### src/rtl/lap_timer_pkg.sv
`default_nettype none
// ============================================================================
//  Module      : lap_timer_pkg
//  Description : Shared BCD constants, clamp helper and count-direction enum
//                for the lap_timer stopwatch core.
//  Revision    : 1.0 - initial release
// ============================================================================
package lap_timer_pkg;

  localparam int         BCD_W   = 4;
  localparam logic [3:0] BCD_MAX = 4'd9;

  typedef enum logic {
    UP   = 1'b0,
    DOWN = 1'b1
  } mode_t;

  // Force an out-of-range BCD nibble (A..F) down to 9.
  function automatic logic [BCD_W-1:0] bcd_clamp(input logic [BCD_W-1:0] d);
    return (d > BCD_MAX) ? BCD_MAX : d;
  endfunction

endpackage
`default_nettype wire

### src/rtl/lap_timer_digit.sv
`default_nettype none
// ============================================================================
//  Module      : bcd_digit_cell
//  Description : Combinational single BCD digit step. Increments (dir=UP) or
//                decrements (dir=DOWN) when enabled and flags carry/borrow.
//  Revision    : 1.0 - initial release
// ============================================================================
module bcd_digit_cell
  import lap_timer_pkg::*;
(
  input  logic [BCD_W-1:0] d_i,
  input  logic             en_i,
  input  logic             dir_i,
  output logic [BCD_W-1:0] d_o,
  output logic             co_o
);

  // Step the digit; carry/borrow out only when the digit wraps.
  always_comb begin
    d_o  = d_i;
    co_o = 1'b0;
    if (en_i) begin
      if (dir_i == DOWN) begin
        if (d_i == '0) begin
          d_o  = BCD_MAX;
          co_o = 1'b1;
        end else begin
          d_o = d_i - 4'd1;
        end
      end else begin
        if (d_i >= BCD_MAX) begin
          d_o  = '0;
          co_o = 1'b1;
        end else begin
          d_o = d_i + 4'd1;
        end
      end
    end
  end

endmodule
`default_nettype wire

### src/rtl/lap_timer.sv
`default_nettype none
// ============================================================================
//  Module      : lap_timer
//  Description : Parametrised BCD stopwatch/countdown core with preset load
//                and a circular lap memory with indexed recall.
//  Revision    : 1.0 - initial release
// ============================================================================
module lap_timer
  import lap_timer_pkg::*;
#(
  parameter int NUM_DIGITS = 4,
  parameter int LAP_DEPTH  = 7,
  parameter int IW         = $clog2(LAP_DEPTH)
) (
  input  logic                        clk,
  input  logic                        rst,
  input  logic                        tick_i,
  input  logic                        start_stop_i,
  input  logic                        clear_i,
  input  logic                        mode_i,
  input  logic                        load_i,
  input  logic [BCD_W*NUM_DIGITS-1:0] load_val_i,
  input  logic                        lap_i,
  input  logic [IW-1:0]               rd_idx_i,
  output logic [BCD_W*NUM_DIGITS-1:0] digits_o,
  output logic                        running_o,
  output logic                        mode_q_o,
  output logic [BCD_W*NUM_DIGITS-1:0] lap_dout_o,
  output logic [IW:0]                 lap_count_o,
  output logic                        wrap_o,
  output logic                        done_o
);

  localparam int DW = BCD_W * NUM_DIGITS;
  localparam int CW = IW + 1;
  localparam int AW = IW + 2;

  logic [DW-1:0] digits_q,   digits_d;
  logic          running_q,  running_d;
  logic          mode_lat_q, mode_d;
  logic          wrap_q,     wrap_d;
  logic          done_q,     done_d;
  logic [IW-1:0] wptr_q,     wptr_d;
  logic [CW-1:0] lap_count_q, lap_count_d;
  logic [DW-1:0] lap_dout_q, lap_dout_d;
  logic [DW-1:0] laps_q [LAP_DEPTH];

  logic [NUM_DIGITS:0] chain;
  logic [DW-1:0]       step_val;
  logic                lap_we;
  logic [AW-1:0]       rd_sum;
  logic [AW-1:0]       rd_pos;
  logic                rd_hit;

  // Ripple chain: digit 0 always steps, higher digits step on carry/borrow.
  assign chain[0] = 1'b1;

  generate
    for (genvar g = 0; g < NUM_DIGITS; g++) begin : g_digit
      bcd_digit_cell u_cell (
        .d_i   (digits_q[g*BCD_W +: BCD_W]),
        .en_i  (chain[g]),
        .dir_i (mode_lat_q),
        .d_o   (step_val[g*BCD_W +: BCD_W]),
        .co_o  (chain[g+1])
      );
    end
  endgenerate

  // Counter control: clear > load > start_stop > tick.
  always_comb begin
    digits_d  = digits_q;
    running_d = running_q;
    wrap_d    = 1'b0;
    done_d    = 1'b0;
    // mode tracks the input whenever stopped, so a start uses the mode being latched
    mode_d    = running_q ? mode_lat_q : mode_i;
    if (clear_i) begin
      digits_d  = '0;
      running_d = 1'b0;
    end else if (load_i && !running_q) begin
      for (int i = 0; i < NUM_DIGITS; i++) begin
        digits_d[i*BCD_W +: BCD_W] = bcd_clamp(load_val_i[i*BCD_W +: BCD_W]);
      end
    end else if (start_stop_i) begin
      if (running_q) begin
        running_d = 1'b0;
      end else if (!(mode_d == DOWN && digits_q == '0)) begin
        running_d = 1'b1;
      end
    end else if (tick_i && running_q) begin
      digits_d = step_val;
      if (mode_lat_q == UP) begin
        wrap_d = chain[NUM_DIGITS];
      end else if (step_val == '0) begin
        running_d = 1'b0;
        done_d    = 1'b1;
      end
    end
  end

  // Lap write pointer/occupancy and the registered recall path.
  always_comb begin
    lap_we      = lap_i && !clear_i;
    wptr_d      = wptr_q;
    lap_count_d = lap_count_q;
    if (clear_i) begin
      wptr_d      = '0;
      lap_count_d = '0;
    end else if (lap_we) begin
      wptr_d = (wptr_q == IW'(LAP_DEPTH - 1)) ? '0 : wptr_q + IW'(1);
      if (lap_count_q != CW'(LAP_DEPTH)) begin
        lap_count_d = lap_count_q + CW'(1);
      end
    end
    // entry (wptr-1-rd_idx) mod LAP_DEPTH; only meaningful when rd_idx < lap_count
    rd_sum = {2'b00, wptr_q} + AW'(LAP_DEPTH - 1) - {2'b00, rd_idx_i};
    rd_pos = (rd_sum >= AW'(LAP_DEPTH)) ? rd_sum - AW'(LAP_DEPTH) : rd_sum;
    rd_hit = ({1'b0, rd_idx_i} < lap_count_q);
    lap_dout_d = rd_hit ? laps_q[rd_pos[IW-1:0]] : '0;
  end

  // State registers, including lap storage, cleared by the async reset.
  always_ff @(posedge clk or posedge rst) begin
    if (rst) begin
      digits_q    <= '0;
      running_q   <= 1'b0;
      mode_lat_q  <= 1'b0;
      wrap_q      <= 1'b0;
      done_q      <= 1'b0;
      wptr_q      <= '0;
      lap_count_q <= '0;
      lap_dout_q  <= '0;
      for (int i = 0; i < LAP_DEPTH; i++) begin
        laps_q[i] <= '0;
      end
    end else begin
      digits_q    <= digits_d;
      running_q   <= running_d;
      mode_lat_q  <= mode_d;
      wrap_q      <= wrap_d;
      done_q      <= done_d;
      wptr_q      <= wptr_d;
      lap_count_q <= lap_count_d;
      lap_dout_q  <= lap_dout_d;
      if (lap_we) begin
        laps_q[wptr_q] <= digits_q;
      end
    end
  end

  assign digits_o    = digits_q;
  assign running_o   = running_q;
  assign mode_q_o    = mode_lat_q;
  assign lap_dout_o  = lap_dout_q;
  assign lap_count_o = lap_count_q;
  assign wrap_o      = wrap_q;
  assign done_o      = done_q;

endmodule
`default_nettype wire

### config.mk
export PLATFORM = sky130hd
export DESIGN_NAME = lap_timer
export DESIGN_NICKNAME = d
export VERILOG_FILES = /design/src/rtl/lap_timer_pkg.sv /design/src/rtl/lap_timer_digit.sv /design/src/rtl/lap_timer.sv
export SDC_FILE = /design/constraint.sdc
export NUM_CORES = 1
export LEC_CHECK = 0
export ABC_AREA = 1
export CAP_MARGIN = 0
export CORE_ASPECT_RATIO = 0.8
export CORE_MARGIN = 5
export CORE_UTILIZATION = 50
export CTS_CLUSTER_SIZE = 28
export DETAILED_ROUTE_END_ITERATION = 10
export PLACE_DENSITY = 0.7
export SLEW_MARGIN = 20
export SYNTH_ARGS = -nofsm -noshare
export SYNTH_HDL_FRONTEND = slang
export SYNTH_SLANG_ARGS = --single-unit
### constraint.sdc
create_clock -name clk -period 12.95 [get_ports clk]
set_input_delay 3.2375 -clock clk [delete_from_list [all_inputs] [get_ports clk]]
set_output_delay 3.2375 -clock clk [all_outputs]
set_load 0.05 [all_outputs]
==> metrics.md, run 1 <==
| Metric | Value |
|---|---|
| Status | finished, final reports clean |
| Die footprint | between 0.015 and 0.02 mm^2 |
| Initial antenna violation count | 0 |
| WP data arrival | 6.77 ns |
| DP Area | 0.00888 mm^2 |
| Initial core utilization | between 50% and 60% |
| RSZ-0062 raised after global routing | no |
| Clk Latency, worst-skew pair | between 0.4 and 0.5 ns |
| Post-CTS Setup Bufs | 0 |
| H-tree levels | 4 |
| Core region area | between 0.015 and 0.02 mm^2 |
| Die height | between 100 and 150 um |
| Measured slew at the worst slew-check pin | around 1.1 ns |
| Final hold vios | 0 |
| Data required, critical path | about 13 ns |
| Fin Setup TNS | 0 ns |
| Leakage | ~4.4 nW |
| Reg-to-reg slack, setup | between 9 and 10 ns |
| Sink Count | 155 |
| Vias in the first global route | roughly 6,600 |
| Mapped Area | about 0.008 mm^2 |
| Worst Path Buf+Inv | 4 |
| Die Wd | between 150 and 200 um |
| Antenna viol nets, final | 0 |
| Worst vdd ir | ~0.000092 V |
| Syn Inst Count | between 1,000 and 1,500 |
| Nets | 1,111 |
| Flop and latch count out of synthesis | ~160 |
| CTS resizes | 0 |
| Critical path capture point type | register |
| CP Launch Type | input pin |
| Vias per cell | ~5.5 |
| Maxcap violations | 0 |
| Clock slew at reported path FFs | roughly 0.060 ns |
| Achievable Freq | between 0.15 and 0.2 GHz |
| Power Dens Cells | roughly 180 mW/mm^2 |
| First-pass DRT Iterations | 5 |
| CTS root buf | clkbuf_16 |
| Overflow after GRT | 0 |
| Synth warnings | 0 |
| RePlAce Congestion | approximately 0.89 |
| Fraction of layout cells with a size suffix above 1 | 7.17% |
| Final instance area | 0.00949 mm^2 |
| Syn_area_per_cell | 7.97 um^2 |
| Row count | 41 |
| CP Class | input pin to register |
| Register area share after synthesis | 47.2% |
| I/O Buffers | 66 |
| DRC | 0 |
| GRT Total Usage | 21.8% |
| Crit path largest cell delay | between 0.7 and 0.8 ns |
| Worst min path class | register to register |
| Slew Viols, Final | 0 |
| TritonCTS clock tree | yes |
| Wire per inst | 15.8 um |
| Final period utilization | about half |
| CP top delay family | adder cells |
| Diodes inserted | 0 |
| Worst clock skew | 0.00854 ns |
| First DRT Iteration DRCs | 540 |
| Post-Route WL | 20,400 um |
| CTS Buffer Depth | 2 |
| Hold Buf Count CTS | 0 |
| Vias | 7,101 |
| Synth unique cells | 47 |
| Synth Net Count | approximately 1,100 |
| Pin count of the biggest net entering global routing | 87 |
| Top cell by count, worst path | nand2_1 |
| Clock buffer count from CTS | 17 |
| Final setup vio count | 0 |
| Crit-path cells | clkdlybuf4s50_1 > ha_1 > inv_1 > ha_1 > fa_1 > nand2_1 > nand3_2 > inv_2 > o21ai_2 > nand2_1 > o21a_2 > inv_2 > nor2_1 > nor2_1 > nand2_1 > nand2_1 > nor2_1 |
| CP Max Fanout | 48 |
| Num ports | 67 |
| Critical path's slowest cell | o21a_2 |
| Layout Area Growth over Synthesis | 15.5% |
| Minimum clock period after layout | roughly 6.4 ns |
| Worst rel slew slack | 28.4% |
| Post-detail-place hpwl | about 13,000 um |
| First-pass GRT wire length | 34,300 um |
-- synthesized netlist by cell type (all sizes together) --
library cell / instances / area share, %
or2: 8 / 0.61
a211oi: 2 / 0.18
nand3b: 2 / 0.18
clkbuf: 26 / 1.2
a21oi: 33 / 2.0
nand3: 70 / 4.6
ha: 22 / 3.4
dfrtp: 155 / 47
nor2: 113 / 5.3
nor3: 5 / 0.30
nand4: 10 / 0.76
o21ai: 185 / 11
clkinv: 6 / 0.27
o311ai: 1 / 0.11
a21boi: 1 / 0.091
a31oi: 3 / 0.23
a2bb2oi: 5 / 0.53
buf: 34 / 2.7
a22o: 1 / 0.11
fa: 1 / 0.24
nand2: 233 / 11
o211ai: 19 / 2.1
o211a: 1 / 0.12
inv: 73 / 3.4
xor2: 7 / 0.75
a22oi: 3 / 0.27
o221ai: 1 / 0.11
nor4: 2 / 0.23
xnor2: 2 / 0.21
o21a: 5 / 0.47
and2: 1 / 0.076
-- tightest hold or removal path, delay by kind of cell (launching register included) --
kind            cells  cell delay (ns)
compound gates      1             0.06
flops               1             0.33
simple gates        1             0.05
-- cell type report --
type	count	area, um^2
Clock buffer	24	482
Timing Repair Buffer	72	706
Fill cell	1466	6470
Inverter	79	304
Sequential cell	155	3880
Tap cell	215	269
Clock inverter	8	115
Multi-Input combinational cell	736	3730
-- final timing paths --
| kind | from | to | cells after the start |
|---|---|---|---|
| max | rd_idx_i[1] | lap_dout_o[14] | 17 |
| min | laps_q[34] | laps_q[34] | 2 |
| max reg2reg | wptr_q[1] | lap_dout_o[14] | 17 |
| min reg2reg | laps_q[34] | laps_q[34] | 2 |
| max in group asynchronous | rst | laps_q[29] | 3 |
| min in group asynchronous | rst | laps_q[70] | 2 |
-- stage by stage --
| step | instances | total power (W) | setup WS (ns) | hold WS, ns | util [%] |
|---|---|---|---|---|---|
| final | 1289 | 0.00171 | 6.54 | 0.479 | 59.5 |
| after global routing | 1289 | 0.00181 | 6.26 | 0.498 | 59.5 |
| after CTS | 1289 | 0.00171 | 6.56 | 0.482 | 59.4 |
| after detailed placement | 1257 | 0.00120 | 6.11 | 0.468 | 55.7 |
| after global placement | 1257 | 0.00119 | 6.20 | 0.460 | 55.7 |
| after floorplan | 1030 | 0.00106 | 5.53 | 0.446 | - |
-- registers in the layout, indices dropped and copies added (netlist names) --
name and count:
digits_o 16, done_o 1, lap_count_o 4, lap_dout_o 16, laps_q 112, mode_q_o 1, running_o 1, wptr_q 3
wrap_o 1
-- power by group --
part,total (W),internal (W),leakage [nW],switching [W]
Clock,0.000511,0.000317,0.298,0.000193
Sequential,0.000631,0.000567,2.01,0.0000640
Combinational,0.000564,0.000184,2.12,0.000381
Total,0.00171,0.00107,4.43,0.000638
-- cell families after synthesis --
family	count (synthesis)	share of synthesized area [%]
adder cells (fa/ha/maj)	23	3.60
XOR/XNOR	9	0.960
AND/OR/NAND/NOR	444	23.0
AO/OA/AOI/OAI	260	17.7
buffers and inverters	139	7.54
flip-flops	155	47.2
-- metal layers --
metal	global-route usage (%)	up-vias	wire, um
li1	-	3480	-
met1	32.7	3402	9860
met2	32.9	197	9110
met3	3.79	22	1180
met4	5.66	0	268
met5	0	-	0
-- placed cells by master, fill, tap and decap left out, types with 6 or more instances in the layout --
| cell type | instances |
|---|---|
| nand2_1 | 227 |
| o21ai_0 | 169 |
| dfrtp_1 | 155 |
| nor2_1 | 110 |
| clkdlybuf4s50_1 | 66 |
| nand3_1 | 65 |
| inv_1 | 59 |
| a21oi_1 | 33 |
| ha_1 | 22 |
| clkbuf_16 | 17 |
| o211ai_1 | 13 |
| o21ai_1 | 13 |
| inv_2 | 12 |
| nand4_1 | 10 |
| xor2_1 | 7 |
| clkinv_1 | 6 |
| o211ai_2 | 6 |
| buf_4 | 6 |
No activity file was read; power rests on OpenSTA's default activity.
==> inputs of run 2 (changes only) <==
--- a/config.mk
+++ b/config.mk
@@ -12,7 +12,7 @@
 export CORE_UTILIZATION = 50
 export CTS_CLUSTER_SIZE = 28
 export DETAILED_ROUTE_END_ITERATION = 10
-export PLACE_DENSITY = 0.7
+export PLACE_DENSITY = 0.73
 export SLEW_MARGIN = 20
 export SYNTH_ARGS = -nofsm -noshare
 export SYNTH_HDL_FRONTEND = slang
==> constraint.sdc (replaced) <==
create_clock -name clk -period 5.2 [get_ports clk]
set_input_delay 1.3 -clock clk [delete_from_list [all_inputs] [get_ports clk]]
set_output_delay 1.3 -clock clk [all_outputs]
set_load 0.05 [all_outputs]
==> metrics.md, run 2 (same netlist as run 1, synthesis figures left out) <==
| Metric | Value |
|---|---|
| Status | finished, final reports clean |
| Post-CTS Setup Bufs | 0 |
| RePlAce Congestion | ~0.9 |
| End of the critical path | lap_dout_o[5] |
| Vias | approximately 7,200 |
| CP Class | input pin to register |
| Slew Viols, Final | 0 |
| Worst R2R Start | wptr_q[1] |
| H-tree levels | 4 |
| Worst Path Buf+Inv | 4 |
| CTS resizes | 0 |
| Leakage | 4.45 nW |
| Crit path largest cell delay | 0.49 ns |
| Nets | around 1,100 |
| Reg-to-reg slack, setup | between 1.5 and 2 ns |
| Worst rel slew slack | 30.7% |
| Wire per inst | ~16 um |
| Hold path startpoint | laps_q[45] |
| Clock slew at reported path FFs | roughly 0.06 ns |
| R2R depth | 15 |
| Final hold vios | 0 |
| Power Dens Cells | 450 mW/mm^2 |
| Layout Area Growth over Synthesis | 16.3% |
| Die Wd | around 150 um |
| Worst vdd ir | 0.000219 V |
| Worst min path class | register to register |
| Maxcap violations | 0 |
| Die footprint | between 0.015 and 0.02 mm^2 |
| Final period utilization | around 76% |
| First DRT Iteration DRCs | around 730 |
| Crit-path cells | clkdlybuf4s50_1 > ha_1 > inv_1 > ha_1 > fa_1 > nand2_1 > nand3_2 > inv_2 > nand3_2 > nand2_2 > buf_4 > o21ai_0 > o211ai_1 > nand2_1 > nor2_1 |
| Critical path capture point type | register |
| Fraction of layout cells with a size suffix above 1 | under 10% |
| Commonest cells after routing, fill and taps aside | 226 x nand2_1, 169 x o21ai_0, 155 x dfrtp_1 |
| Measured slew at the worst slew-check pin | about 1.0 ns |
| TritonCTS clock tree | yes |
| CP top delay family | adder cells |
| Initial antenna violation count | 0 |
| First-pass DRT Iterations | 5 |
| DRC | 0 |
| First-pass GRT wire length | 34,600 um |
| Clk Latency, worst-skew pair | between 0.4 and 0.5 ns |
| Clock buffer count from CTS | 17 |
| Hold Buf Count CTS | 0 |
| Die height | ~120 um |
| CTS Buffer Depth | 2 |
| Vias in the first global route | just under 7,000 |
| Achievable Freq | ~0.25 GHz |
| CP Max Fanout | 35 |
| Initial core utilization | a little over 50% |
| CTS root buf | clkbuf_16 |
| DR WL met2 | 9560 um |
| DR top layer | met4 |
| CP Launch Type | input pin |
| WP data arrival | between 4 and 5 ns |
| Worst clock skew | 0.0160 ns |
| Post-Route WL | 20,700 um |
| Overflow after GRT | 0 |
| Final setup vio count | 0 |
| Critical path's slowest cell | fa_1 |
| Worst reg2reg endpoint | lap_dout_o[5] |
| Crit path depth | 15 |
| Diodes inserted | 0 |
| RSZ-0062 raised after global routing | no |
| Crit. Startpoint | rd_idx_i[1] |
| Pin count of the biggest net entering global routing | 156 |
| Biggest register | laps_q |
| GRT Total Usage | about 22% |
| Antenna viol nets, final | 0 |
| Post-detail-place hpwl | around 13,000 um |
| Largest register FFs | 112 |
| Sink Count | approximately 160 |
| Vias per cell | 5.57 |
| I/O Buffers | 66 |
| Core region area | between 0.015 and 0.02 mm^2 |
| Row count | 41 |
| Data required, critical path | 5.55 ns |
| Most common cell after layout, fill and taps aside | nand2_1 |
| Met3 wire length | around 1000 um |
| Fin Setup TNS | 0 ns |
| Minimum clock period after layout | ~4.0 ns |
| Hold WS | 0.480 ns |
| WL met1 | 9850 um |
| Num ports | 67 |
-- run 2: cell types whose count changed in the layout (fill, tap and decap cells not counted), sizes merged --
cell and delta:
clkinvlp +2, clkinv -3, clkbuf +1, inv -1
buf +4
-- run 2: power breakdown --
part	internal [W]	total [W]	switching [W]	leakage, nW
Combinational	0.000468	0.00142	0.000955	2.14
Clock	0.000829	0.00131	0.000482	0.305
Sequential	0.00141	0.00157	0.000159	2.01
-- run 2: final cells by class --
cell class                 instances  area [um^2]
fill                            1431         6400
clock buffer                      25          515
sequential                       155         3880
timing repair buffer              76          748
tap                              215          269
inverter                          79          303
clock inverter                     6          108
multi-input combinational        736         3730
-- run 2: tightest hold or removal path, cell delays in order, from the launching register on --
cell	delay [ns]
dfrtp_1	0.34
nand2_1	0.05
o21ai_0	0.06
-- run 2: per-layer routing --
layer  up-vias  GRT usage [%]
met5         -              0
met4         0           5.92
met3        22           3.51
met2       214           33.7
met1      3485           32.1
li1       3477              -
-- run 2: worst min-delay path by stage --
stage	end	cells after the start	slack, ns
after floorplan	laps_q[110]	2	0.45
after global placement	laps_q[45]	2	0.46
after detailed placement	laps_q[45]	2	0.47
after CTS	laps_q[45]	2	0.48
after global routing	laps_q[78]	2	0.50
final	laps_q[45]	2	0.48
-- run 2: per-stage QoR --
step           setup WS, ns  std cells  util (%)  total power, W  cell area (um^2)
6_report               1.24       1292      59.9         0.00430              9550
5_1_grt               0.938       1292      59.9         0.00456              9550
4_1_cts                1.25       1292      59.8         0.00432              9550
3_5_place_dp          0.834       1261      55.9         0.00300              8920
3_3_place_gp          0.883       1261      55.9         0.00297              8920
2_1_floorplan          1.71       1030         -         0.00264              8220
==> inputs of run 3 (changes only) <==
--- a/config.mk
+++ b/config.mk
@@ -12,7 +12,7 @@
 export CORE_UTILIZATION = 50
 export CTS_CLUSTER_SIZE = 28
 export DETAILED_ROUTE_END_ITERATION = 10
-export PLACE_DENSITY = 0.73
+export PLACE_DENSITY = 0.7
 export SLEW_MARGIN = 20
 export SYNTH_ARGS = -nofsm -noshare
 export SYNTH_HDL_FRONTEND = slang
==> constraint.sdc (replaced) <==
create_clock -name clk -period 3.9 [get_ports clk]
set_input_delay 0.975 -clock clk [delete_from_list [all_inputs] [get_ports clk]]
set_output_delay 0.975 -clock clk [all_outputs]
set_load 0.05 [all_outputs]
==> metrics.md, run 3 (same netlist as run 1, synthesis figures left out) <==
| Metric | Value |
|---|---|
| Status | finished, final reports clean |
| Worst rel slew slack | 55.9% |
| Wire per inst | roughly 16 um |
| Sink Count | 155 |
| WP data arrival | about 3.8 ns |
| CP Launch Type | input pin |
| First-pass GRT wire length | ~35,000 um |
| Maxcap violations | 0 |
| Power Dens Cells | a little under 600 mW/mm^2 |
| Data required, critical path | between 4 and 5 ns |
| Diodes inserted | 0 |
| Post-CTS Setup Bufs | 0 |
| Clk Latency, worst-skew pair | 0.42 ns |
| Layout Area Growth over Synthesis | 18.0% |
| Measured slew at the worst slew-check pin | roughly 0.66 ns |
| CP top delay family | adder cells |
| Leakage | 4.53 nW |
| Crit-path cells | clkdlybuf4s50_1 > ha_1 > inv_1 > ha_1 > fa_1 > xnor2_1 > nand3_2 > inv_2 > o21ai_2 > o21a_2 > inv_2 > o211ai_1 > nand2_1 > nand2_1 > nor2_1 |
| RSZ-0062 raised after global routing | no |
| H-tree levels | 4 |
| Switch share | 37.0% |
| P_sw | ~0.0021 W |
| CTS root buf | clkbuf_16 |
| Commonest cells after routing, fill and taps aside | 227 x nand2_1, 169 x o21ai_0, 155 x dfrtp_1 |
| Crit path largest cell delay | roughly 0.44 ns |
| First DRT Iteration DRCs | between 600 and 700 |
| Nets | approximately 1,100 |
| Critical path's slowest cell | clkdlybuf4s50_1 |
| Reg power frac | ~36% |
| Vias | between 7,000 and 8,000 |
| CP Max Fanout | 17 |
| Largest register FFs | ~110 |
| Clock buffer count from CTS | 17 |
| Biggest register | laps_q |
| Fin Setup TNS | 0 ns |
| Final setup vio count | 0 |
| Core region area | between 0.015 and 0.02 mm^2 |
| TritonCTS clock tree | yes |
| Final hold vios | 0 |
| Achievable Freq | between 0.2 and 0.3 GHz |
| Die Wd | between 150 and 200 um |
| CTS Buffer Depth | 2 |
| Inst Count DP | approximately 1,300 |
| Minimum clock period after layout | 3.45 ns |
| Die footprint | 0.0191 mm^2 |
| Clock slew at reported path FFs | about 0.06 ns |
| First-pass DRT Iterations | 5 |
| Logic pwr share | 34.0% |
| RePlAce Congestion | approximately 0.86 |
| Antenna viol nets, final | 0 |
| Pin count of the biggest net entering global routing | between 90 and 100 |
| Initial core utilization | approximately half |
| Hold Buf Count CTS | 0 |
| Total power | between 0.005 and 0.006 W |
| Initial antenna violation count | 0 |
| Final period utilization | 88.4% |
| Num ports | 67 |
| I/O Buffers | 66 |
| Finished Layout Cells | approximately 1,300 |
| Most common cell after layout, fill and taps aside | nand2_1 |
| Hold WS | a little under 0.5 ns |
| Critical path capture point type | register |
| GRT Total Usage | about 22% |
| Row count | 41 |
| Worst vdd ir | 0.000384 V |
| DRC | 0 |
| Slew Viols, Final | 0 |
| Fraction of layout cells with a size suffix above 1 | between 8 and 9% |
| CTS resizes | 0 |
| Final instance area | around 0.0097 mm^2 |
| Post-Route WL | about 21,000 um |
| Post-detail-place hpwl | between 10,000 and 15,000 um |
| Clock power share | 29.6% |
| Vias per cell | about 5.5 |
| Worst clock skew | between 0.009 and 0.01 ns |
| Total internal power | roughly 0.0036 W |
| Overflow after GRT | 0 |
| Die height | 125 um |
| DP Area | about 0.009 mm^2 |
| Worst Path Buf+Inv | 4 |
| CP Class | input pin to register |
| Worst min path class | register to register |
| Vias in the first global route | ~6,900 |
[run 3: cell count changes in the layout (fill, tap and decap cells not counted)]
cell        before  now
nand3_2          4    3
clkbuf_8         6    4
nand2_1        226  227
nand2_2          5    4
clkinv_2         2    5
buf_12           1    7
clkinvlp_4       2    1
nand3_1         65   66
buf_4            9   15
[run 3: worst min-delay path: stages, from the launching register on]
cell     delay [ns]
dfrtp_1        0.34
nand2_1        0.05
o21ai_0        0.06
[run 3: power by group through the flow]
stage	logic (W)	clock network [W]	registers, W
5_1_grt	0.00218	0.00180	0.00214
3_5_place_dp	0.00195	0	0.00212
6_report	0.00196	0.00171	0.00210
2_1_floorplan	0.00119	0	0.00233
3_3_place_gp	0.00192	0	0.00212
4_1_cts	0.00197	0.00172	0.00210
[run 3: cell type report]
cell class / count / area, um^2
Tap cell: 215 / 269
Clock buffer: 23 / 488
Fill cell: 1423 / 6260
Inverter: 79 / 303
Sequential cell: 155 / 3880
Multi-Input combinational cell: 736 / 3720
Timing Repair Buffer: 88 / 913
Clock inverter: 8 / 115
[run 3: worst paths after layout]
kind / startpoint / endpoint / slack [ns] / depth (start not counted)
worst max-delay path: rd_idx_i[1] / lap_dout_o[14] / 0.45 / 15
worst min-delay path: laps_q[89] / laps_q[89] / 0.48 / 2
worst max register to register: wptr_q[1] / lap_dout_o[14] / 0.85 / 15
worst min register to register: laps_q[89] / laps_q[89] / 0.48 / 2
max in group asynchronous: rst / laps_q[62] / 2.22 / 3
min in group asynchronous: rst / laps_q[70] / 0.88 / 2
[run 3: per-stage QoR]
| stage | util [%] | setup WS (ns) |
|---|---|---|
| after floorplan | - | 0.734 |
| after global placement | 57.0 | 0.0655 |
| after detailed placement | 57.0 | 0.00720 |
| after CTS | 60.7 | 0.447 |
| after global routing | 60.7 | 0.296 |
| final | 60.7 | 0.451 |
[run 3: routing by layer]
metal	global-route usage (%)	up-vias	part of all wire [%]	wire, um
met4	4.82	0	1.0	210
met2	35.1	231	46	9730
met5	0	-	0	0
li1	-	3500	-	-
met3	4.55	16	5.9	1240
met1	32.1	3440	47	9790
